==> src/rtl/johnson_pkg.sv <==
// Shared types and helpers for the Johnson counter sequence monitor.
// The lock FSM states, step classes and the legal-successor rule are defined here.
package johnson_pkg;

  localparam int JC_N = 8;

  typedef enum logic {
    SEARCH = 1'b0,
    LOCKED = 1'b1
  } lock_state_e;

  typedef enum logic [1:0] {
    STEP_SUCC    = 2'd0,
    STEP_STALL   = 2'd1,
    STEP_SKIP    = 2'd2,
    STEP_ILLEGAL = 2'd3
  } step_e;

  // Legal Johnson successor of an N-bit word
  function automatic logic [JC_N-1:0] jc_next(input logic [JC_N-1:0] q);
    return {q[JC_N-2:0], ~q[JC_N-1]};
  endfunction

  function automatic int jc_phase_w(input int n);
    return $clog2(2 * n);
  endfunction

endpackage

==> src/rtl/johnson_decode.sv <==
// Combinational Johnson code decoder: maps an N-bit word to {legal, phase}.
// Low half of the cycle is ones filled from the LSB, high half is ones anchored at the MSB.
module johnson_decode #(
  parameter int N  = 8,
  parameter int PW = $clog2(2 * N)
) (
  input  logic [N-1:0]  jc_i,
  output logic          legal_o,
  output logic [PW-1:0] phase_o
);

  localparam logic [N-1:0]  ONE   = N'(1);
  localparam logic [N-1:0]  ZERO  = N'(0);
  localparam logic [PW:0]   TWO_N = (PW+1)'(2 * N);

  logic [PW:0]  ones_s;
  logic [N-1:0] inv_s;

  // Popcount and contiguity test; x & (x+1) == 0 holds only for 2^p - 1
  always_comb begin
    ones_s = '0;
    for (int i = 0; i < N; i++) begin
      ones_s = ones_s + (PW+1)'(jc_i[i]);
    end
    inv_s = ~jc_i;
    if (jc_i[N-1] == 1'b0) begin
      legal_o = ((jc_i & (jc_i + ONE)) == ZERO);
      phase_o = PW'(ones_s);
    end else begin
      legal_o = ((inv_s & (inv_s + ONE)) == ZERO);
      phase_o = PW'(TWO_N - ones_s);
    end
  end

endmodule

==> src/rtl/johnson_seq_monitor.sv <==
// Johnson counter sequence monitor: decodes sampled words, classifies each step
// against the previous legal phase and runs the SEARCH/LOCKED lock machine.
module johnson_seq_monitor
  import johnson_pkg::*;
#(
  parameter int N          = 8,
  parameter int LOCK_COUNT = 4,
  parameter int CNT_W      = 8,
  localparam int PW        = jc_phase_w(N)
) (
  input  logic             clk,
  input  logic             rst_n,
  input  logic             ena,
  input  logic [N-1:0]     jc_in,
  input  logic             jc_valid,
  output logic [PW-1:0]    phase,
  output logic             illegal,
  output logic             locked,
  output logic             err_pulse,
  output logic [CNT_W-1:0] err_cnt,
  output logic [CNT_W-1:0] rev_cnt
);

  localparam logic [PW-1:0] LAST_PH   = PW'(2 * N - 1);
  localparam logic [PW-1:0] ZERO_PH   = PW'(0);
  localparam logic [3:0]    LOCK_LAST = 4'(LOCK_COUNT - 1);

  lock_state_e      state_q, state_d;
  step_e            step_s;
  logic             legal_s, event_s;
  logic [PW-1:0]    dec_phase_s, succ_s;
  logic             ref_valid_q, ref_valid_d;
  logic [PW-1:0]    ref_q, ref_d;
  logic [3:0]       run_q, run_d;
  logic [PW-1:0]    phase_q, phase_d;
  logic             illegal_q, illegal_d;
  logic             err_pulse_q, err_pulse_d;
  logic [CNT_W-1:0] err_cnt_q, err_cnt_d;
  logic [CNT_W-1:0] rev_cnt_q, rev_cnt_d;

  johnson_decode #(.N(N), .PW(PW)) u_dec (
    .jc_i    (jc_in),
    .legal_o (legal_s),
    .phase_o (dec_phase_s)
  );

  assign event_s = jc_valid & ena;

  // Step classification; a legal sample with no reference acts as a skip (fresh reference)
  always_comb begin
    succ_s = (ref_q == LAST_PH) ? ZERO_PH : (ref_q + PW'(1));
    step_s = STEP_ILLEGAL;
    if (!legal_s) begin
      step_s = STEP_ILLEGAL;
    end else if (!ref_valid_q) begin
      step_s = STEP_SKIP;
    end else if (dec_phase_s == succ_s) begin
      step_s = STEP_SUCC;
    end else if (dec_phase_s == ref_q) begin
      step_s = STEP_STALL;
    end else begin
      step_s = STEP_SKIP;
    end
  end

  // Lock FSM next-state and registered-output next values
  always_comb begin
    state_d     = state_q;
    ref_valid_d = ref_valid_q;
    ref_d       = ref_q;
    run_d       = run_q;
    phase_d     = phase_q;
    illegal_d   = illegal_q;
    err_pulse_d = 1'b0;
    err_cnt_d   = err_cnt_q;
    rev_cnt_d   = rev_cnt_q;
    if (event_s) begin
      illegal_d = ~legal_s;
      if (legal_s) begin
        phase_d = dec_phase_s;
      end else begin
        phase_d = phase_q;
      end
      case (state_q)
        SEARCH: begin
          case (step_s)
            STEP_SUCC: begin
              ref_d = dec_phase_s;
              if (run_q == LOCK_LAST) begin
                state_d = LOCKED;
                run_d   = 4'd0;
              end else begin
                run_d   = run_q + 4'd1;
              end
            end
            STEP_STALL: ;
            STEP_SKIP: begin
              ref_d       = dec_phase_s;
              ref_valid_d = 1'b1;
              run_d       = 4'd0;
            end
            STEP_ILLEGAL: begin
              ref_valid_d = 1'b0;
              run_d       = 4'd0;
            end
            default: state_d = SEARCH;
          endcase
        end
        LOCKED: begin
          case (step_s)
            STEP_SUCC: begin
              ref_d = dec_phase_s;
              if ((ref_q == LAST_PH) && (dec_phase_s == ZERO_PH)) begin
                rev_cnt_d = rev_cnt_q + CNT_W'(1);
              end else begin
                rev_cnt_d = rev_cnt_q;
              end
            end
            STEP_STALL: ;
            STEP_SKIP, STEP_ILLEGAL: begin
              err_pulse_d = 1'b1;
              err_cnt_d   = (err_cnt_q == {CNT_W{1'b1}}) ? err_cnt_q : (err_cnt_q + CNT_W'(1));
              state_d     = SEARCH;
              run_d       = 4'd0;
              ref_valid_d = (step_s == STEP_SKIP);
              ref_d       = (step_s == STEP_SKIP) ? dec_phase_s : ref_q;
            end
            default: state_d = SEARCH;
          endcase
        end
        default: state_d = SEARCH;
      endcase
    end else begin
      err_pulse_d = 1'b0;
    end
  end

  // State and output registers
  always_ff @(posedge clk or negedge rst_n) begin
    if (!rst_n) begin
      state_q     <= SEARCH;
      ref_valid_q <= 1'b0;
      ref_q       <= '0;
      run_q       <= 4'd0;
      phase_q     <= '0;
      illegal_q   <= 1'b0;
      err_pulse_q <= 1'b0;
      err_cnt_q   <= '0;
      rev_cnt_q   <= '0;
    end else begin
      state_q     <= state_d;
      ref_valid_q <= ref_valid_d;
      ref_q       <= ref_d;
      run_q       <= run_d;
      phase_q     <= phase_d;
      illegal_q   <= illegal_d;
      err_pulse_q <= err_pulse_d;
      err_cnt_q   <= err_cnt_d;
      rev_cnt_q   <= rev_cnt_d;
    end
  end

  assign phase     = phase_q;
  assign illegal   = illegal_q;
  assign locked    = (state_q == LOCKED);
  assign err_pulse = err_pulse_q;
  assign err_cnt   = err_cnt_q;
  assign rev_cnt   = rev_cnt_q;

endmodule
==> config.mk <==
export PLATFORM = sky130hd
export DESIGN_NAME = johnson_seq_monitor
export DESIGN_NICKNAME = d
export VERILOG_FILES = /design/src/rtl/johnson_pkg.sv /design/src/rtl/johnson_decode.sv /design/src/rtl/johnson_seq_monitor.sv
export SDC_FILE = /design/constraint.sdc
export NUM_CORES = 1
export LEC_CHECK = 0
export BUFFER_PORTS_ARGS = -buffer_cell sky130_fd_sc_hd__buf_4
export CORE_ASPECT_RATIO = 1.1
export CORE_MARGIN = 5
export CORE_UTILIZATION = 56
export CTS_CLUSTER_SIZE = 12
export DETAILED_ROUTE_END_ITERATION = 10
export PLACE_DENSITY = 0.8
export RECOVER_POWER = 100
export SLEW_MARGIN = 20
export SYNTH_ARGS = -nofsm -noshare
export SYNTH_HDL_FRONTEND = slang
export SYNTH_HIERARCHICAL = 1
export SYNTH_SLANG_ARGS = --single-unit
==> constraint.sdc <==
create_clock -name clk -period 2.8 [get_ports clk]
set_clock_uncertainty 0.2 [all_clocks]
set_input_delay 0.14 -clock clk [delete_from_list [all_inputs] [get_ports clk]]
set_output_delay 0.14 -clock clk [all_outputs]
set_load 0.01 [all_outputs]
* Word level (Yosys, flattened, before mapping)
Index checks and enable logic that the tools add are counted.
** Storage, ports and cells
- Memories kept :: 0
- Latch bits :: 0
- Bits of input ports :: 12
- Output and inout port bits :: 23
- Bits in registers :: 32
- Bits in read-only memories :: 0
- RAM bits :: 0
** Cells by class
- Shift operators :: 0
- Reduce and logical (&&, ||, !) cells :: 13
- Multipliers :: 0
- Equality and inequality tests :: 13
- $add $sub $neg :: 14
- Div/mod/pow operators :: 0
- Bitwise gates (word level) :: 7
- Order comparisons :: 0
- Muxes and demuxes :: 25
** Operators with widths (number)
- $add 8x1->8 const B :: 4
- $pmux 4 s2 :: 4
- $add 4x1->4 :: 6
- $mux 4 :: 6
- $and 8x8->8 :: 2
- $logic_not 8->1 :: 2
- $reduce_and 4->1 :: 3
- $add 4x1->4 const B :: 2
- $eq 4x4->1 :: 2
- $eq 8x8->1 const B :: 1
- $mux 1 :: 8
- $mux 2 :: 4
- $not 8->8 :: 1
- $ne 3x2->1 const B :: 2
- $ne 3x3->1 const B :: 2
- $pmux 1 s2 :: 3
- $reduce_and 3->1 :: 2
- $eq 2x2->1 const B :: 2
- $eq 4x2->1 const B :: 1
- $eq 4x4->1 const B :: 1
- $logic_not 4->1 :: 1
- $ne 2x2->1 const B :: 2
- $reduce_or 2->1 :: 2
- $sub 1x4->4 const A :: 1
- 6 further kinds :: 8

* Longest topological paths before layout
- Depth after elaboration :: 19
- Depth in mapped cells :: 17
- Mapped depth without buffers :: 17

* Modules after synthesis
The synthesis kept the hierarchy.
** Modules (own cells, without submodules)
- johnson_seq_monitor :: area an instance 1636.6 um^2, seq. area each 800.8 um^2, instances 1, cells each 157
- johnson_decode :: area an instance 427.9 um^2, seq. area each 0.0 um^2, instances 1, cells each 53

* Worst setup path before layout
Ideal clock, no wire load.
- Kind :: input to register
- From :: input jc_in[0]
- To :: register err_cnt_q[1] (netlist: err_cnt[1])
- Stages on the path :: 17
- Path slack :: -1923 ps
- Arrival time :: 4396 ps
- Setup time :: 128 ps
- Path buffers :: 0
- Cells stage by stage :: inv_1 -> fa_1 -> fa_1 -> fa_1 -> inv_1 -> ha_1 -> inv_1 -> fa_1 -> ha_1 -> nor2_1 -> xnor2_1 -> xor3_1 -> nor4b_4 -> nand2_1 -> o21ai_2 -> nor2_1 -> mux2_1
** On the way
- Word-level cells in the longest chain between the ends :: 17
- Elaborated cells on any way between the ends :: 27
- Those cells by class :: add/sub (10); eq/ne (4); mux (6); bitwise (3); reduce/logical (4)
** Ends and longest elaborated chain
- start: declaration :: line johnson_seq_monitor.sv:14 : input logic [N-1:0] jc_in,
- $add 1x1->2 (*) :: line johnson_decode.sv:23 : ones_s = ones_s + (PW+1)'(jc_i[i]);
- $add 4x1->4 (*) (6 in a row) :: line johnson_decode.sv:23
- $sub 1x4->4 :: line johnson_decode.sv:31 : phase_o = PW'(TWO_N - ones_s);
- $mux 4 (*) :: line johnson_decode.sv:26 : if (jc_i[N-1] == 1'b0) begin
- via dec_phase_s[2] :: line johnson_seq_monitor.sv:31 : logic [PW-1:0] dec_phase_s, succ_s;
- $eq 4x4->1 :: line johnson_seq_monitor.sv:59 : end else if (dec_phase_s == ref_q) begin
- $mux 2 :: line johnson_seq_monitor.sv:59
- $mux 2 (*) :: line johnson_seq_monitor.sv:57 : end else if (dec_phase_s == succ_s) begin
- $mux 2 (*) :: line johnson_seq_monitor.sv:55 : end else if (!ref_valid_q) begin
- $mux 2 (*) :: line johnson_seq_monitor.sv:53 : if (!legal_s) begin
- $eq 2x2->1 :: line johnson_seq_monitor.sv:110 : case (step_s)
- $reduce_or 2->1 (no line) (*)
- $reduce_and 4->1 (no line) (*)
- end signal: assignment :: line johnson_seq_monitor.sv:158 : err_cnt_q <= err_cnt_d;
- end: declaration :: line johnson_seq_monitor.sv:38 : logic [CNT_W-1:0] err_cnt_q, err_cnt_d;
Mark *: on every way through the listed nets, which the timed path passes. The rest lies on a longest branch.
A chain may end at the register's enable or synchronous reset.

* Final worst setup path
Ends and elaborated chain as after synthesis.

==> flow_summary_export.csv <==
group,metric,value,unit
sta,layout_setup_ws,-1.87,ns
global_route,grt_pass1_vias,1938,
yosys,synth_area_per_cell,9.83,sq um
yosys,synth_edf_count,0,
yosys,synthFlopType,"dfrtp_1",
setup_path,start_kind,"primary input",
yosys,syn-cell-area,0.00206,sq mm
setup_path,critPathLaunch,"jc_in[0]",
setup_path,worstSetupPathType,"primary input to flop",
place,hpwl,3.55,mm
cells_and_area,final_common_cell,"buf_4",
worst_hold_path,hold_start,"rev_cnt[7]",
run_status,failed_checks,"capacitance limit, slew limit, setup timing",
sta,worst_pin_slew,1.74,ns
cells_and_area,syn_to_final_growth,43.6,%
global_route,grt_max_degree,33,
clock_network,clk_pin_slew,0.08,ns
detailed_routing,drt-total-wl,6.48,mm
place,io_buffers,34,
place,gp_congestion,0.813,
yosys,yosys_warnings,6,
cells_and_area,fill_cells,207,
setup_path,required,2.78,ns
cells_and_area,final_cell_mix,"buf_4 (50), nand2_1 (37), dfrtp_1 (32), clkbuf_1 (25), inv_1 (12)",
detailed_routing,drt_pass1_iterations,5,
global_route,grt_use_total,25.5,%
sta,fin_tns_setup,-41.77,ns
cells_and_area,antennaDiodeCount,0,
yosys,synthArstFlopShare,100,%
clock_network,root_buffer,"clkbuf_8",
sta,fmaxAchievable,214,MHz
floorplan,core_area,0.00360,sq mm
sta,fin_crit_sh,167,%
sta,finalHoldViolations,0,
sta,drv_slew,33,
detailed_routing,ant_nets,0,
yosys,synth_cells,210,
clock_network,htree_levels,2,
cells_and_area,drive_gt1_share,35.4,%
floorplan,start_util,57.4,%
floorplan,dieArea,0.00500,sq mm
detailed_routing,via_count,2036,
global_route,grt_pass1_wl,9.53,mm
yosys,synth_nets,238,
detailed_routing,drc,0,
cells_and_area,register_area,801,sq um
detailed_routing,drt-initial-drc-count,188,
global_route,grt_overflow_total,0,
floorplan,fp.dieH,73.7,um
setup_path,worstSetupEndpointType,"flop",
setup_path,r2r_start,"ref_q[2]",
power_and_ir_drop,power_density,669,mW/mm^2
yosys,synth_top_area_share,38.8,%
setup_path,cp.arrival,4.65,ns
sta,setup_violations,28,
yosys,synth_seq_cells,32,
sta,rsz0062_at_grt,"true",
global_route,antenna_found_initial,0,
setup_path,path_max_fanout,5,
power_and_ir_drop,power.leakage,0.00143,uW
cells_and_area,fin_util,82.4,%
detailed_routing,avgViaCountPerCell,5.87,
worst_hold_path,worstHoldPathType,"flop to flop",
yosys,synth_cell_types,47,
clock_network,clkSinkCount,32,
run_status,status,"finished with violations",
cells_and_area,design_area,0.00296,sq mm
power_and_ir_drop,ir_drop,569,uV
floorplan,die_w,67.9,um
floorplan,num_rows,23,
yosys,yosys-top-cells-area,"dfrtp_1 (39%), ha_1 (7.3%), nand2_1 (7.3%), xnor2_1 (4.7%), xor2_1 (4.2%)",
clock_network,ctsLongestPathBuffers,2,
power_and_ir_drop,p_total,1980,uW
sta,relSlewSlack,-15.8,%
cells_and_area,multi_input_area,0.00138,sq mm
sta,period_needed,4.67,ns
yosys,ys_seq_area_share,38.8,%
floorplan,io_pins,35,
detailed_routing,wire_per_inst,18.7,um
clock_network,worstSkewPairLatency,0.29,ns
yosys,synth_top_cell_by_area,"dfrtp_1",
clock_network,numCtsBuffers,5,
clock_network,cts_tree,"yes",
place,place_area,0.00265,sq mm
run,cap_violations,1,
cells_and_area,final_nets,324,
==> repair_timing <==
item	CTS	global route
pin swaps	9	2
endpoints found under the setup margin	28	28
endpoints found under the hold margin	33	0
hold buffers	3	0
buffers inserted	5	8
cloned	0	0
gates resized for setup	30	8
==> layout make-up <==
| cell class | count | share of cell area (%) |
|---|---|---|
| tap | 50 | 2.11 |
| sequential | 32 | 27.0 |
| clock buffer | 6 | 2.45 |
| timing repair buffer | 80 | 18.2 |
| multi-input combinational | 160 | 46.4 |
| inverter | 17 | 2.66 |
| clock inverter | 2 | 1.18 |
==> synthesized netlist by cell type, drive strengths merged, types with 3 or more instances <==
cell type,n
o21ai,9
nor2,7
nor2b,4
xnor2,11
mux2,3
nand3b,3
ha,12
a31oi,3
fa,4
xor2,10
inv,17
nand3,9
nor4,4
nand2,40
nor3,4
nand4,4
dfrtp,32
nor3b,3
and3,3
==> final timing paths <==
path	endpoint	slack, ns	cells after the start
min reg2reg	rev_cnt[7]	0.27	1
max in group asynchronous	ref_q[0]	0.75	2
min in group asynchronous	err_cnt[4]	0.64	2
max	err_cnt[1]	-1.87	19
max reg2reg	err_cnt[1]	0.16	7
min	rev_cnt[7]	0.27	1
==> sequential cells by signal, indices dropped and copies added, names as in the netlist <==
register	count
illegal	1
err_cnt	8
ref_q	4
err_pulse	1
run_q	4
phase	4
rev_cnt	8
ref_valid_q	1
locked	1
==> through the flow <==
step / setup WS [ns] / cells / hold WS [ns]
floorplan: -1.76 / 210 / -0.356
global placement: -1.94 / 323 / -0.103
detailed placement: -2.13 / 323 / -0.101
CTS: -1.68 / 339 / 0.145
global route: -2.00 / 347 / 0.315
finish: -1.87 / 347 / 0.270
==> report_power, final <==
group	switching, uW	internal, uW	total (uW)	leakage, uW
registers	73.5	516	589	0.000436
logic	496	450	946	0.000935
clock network	182	264	446	0.0000552
==> layer usage <==
metal  global-route usage, %  share of wire [%]  up-vias
met3                    6.57                6.4       35
met1                    31.3                 39      993
li1                        -                  -      903
met5                       0                  0        -
met2                    43.6                 51      105
met4                    7.73                4.0        0
==> critical path: stages <==
cell and delay (ns):
buf_12 0.09, inv_12 0.03, fa_1 0.55, fa_1 0.44, fa_1 0.44, inv_1 0.07, ha_2 0.19, inv_2 0.05
fa_2 0.56, ha_2 0.20, nor2_4 0.04, xnor2_2 0.13, xor3_2 0.43, nor4b_4 0.34, nand2_2 0.12, o21ai_4 0.27
buf_4 0.17, nor2_2 0.04, mux2_1 0.34
==> cells by family after synthesis <==
logic type | after synthesis | share of synthesized area (%)
XOR/XNOR | 22 | 10.1
multiplexers | 3 | 1.82
adder cells (fa/ha/maj) | 16 | 11.2
AND/OR/NAND/NOR | 94 | 25.2
flip-flops | 32 | 38.8
AO/OA/AOI/OAI | 25 | 9.76
buffers and inverters | 18 | 3.27
Power figures use the tool's default switching activity.
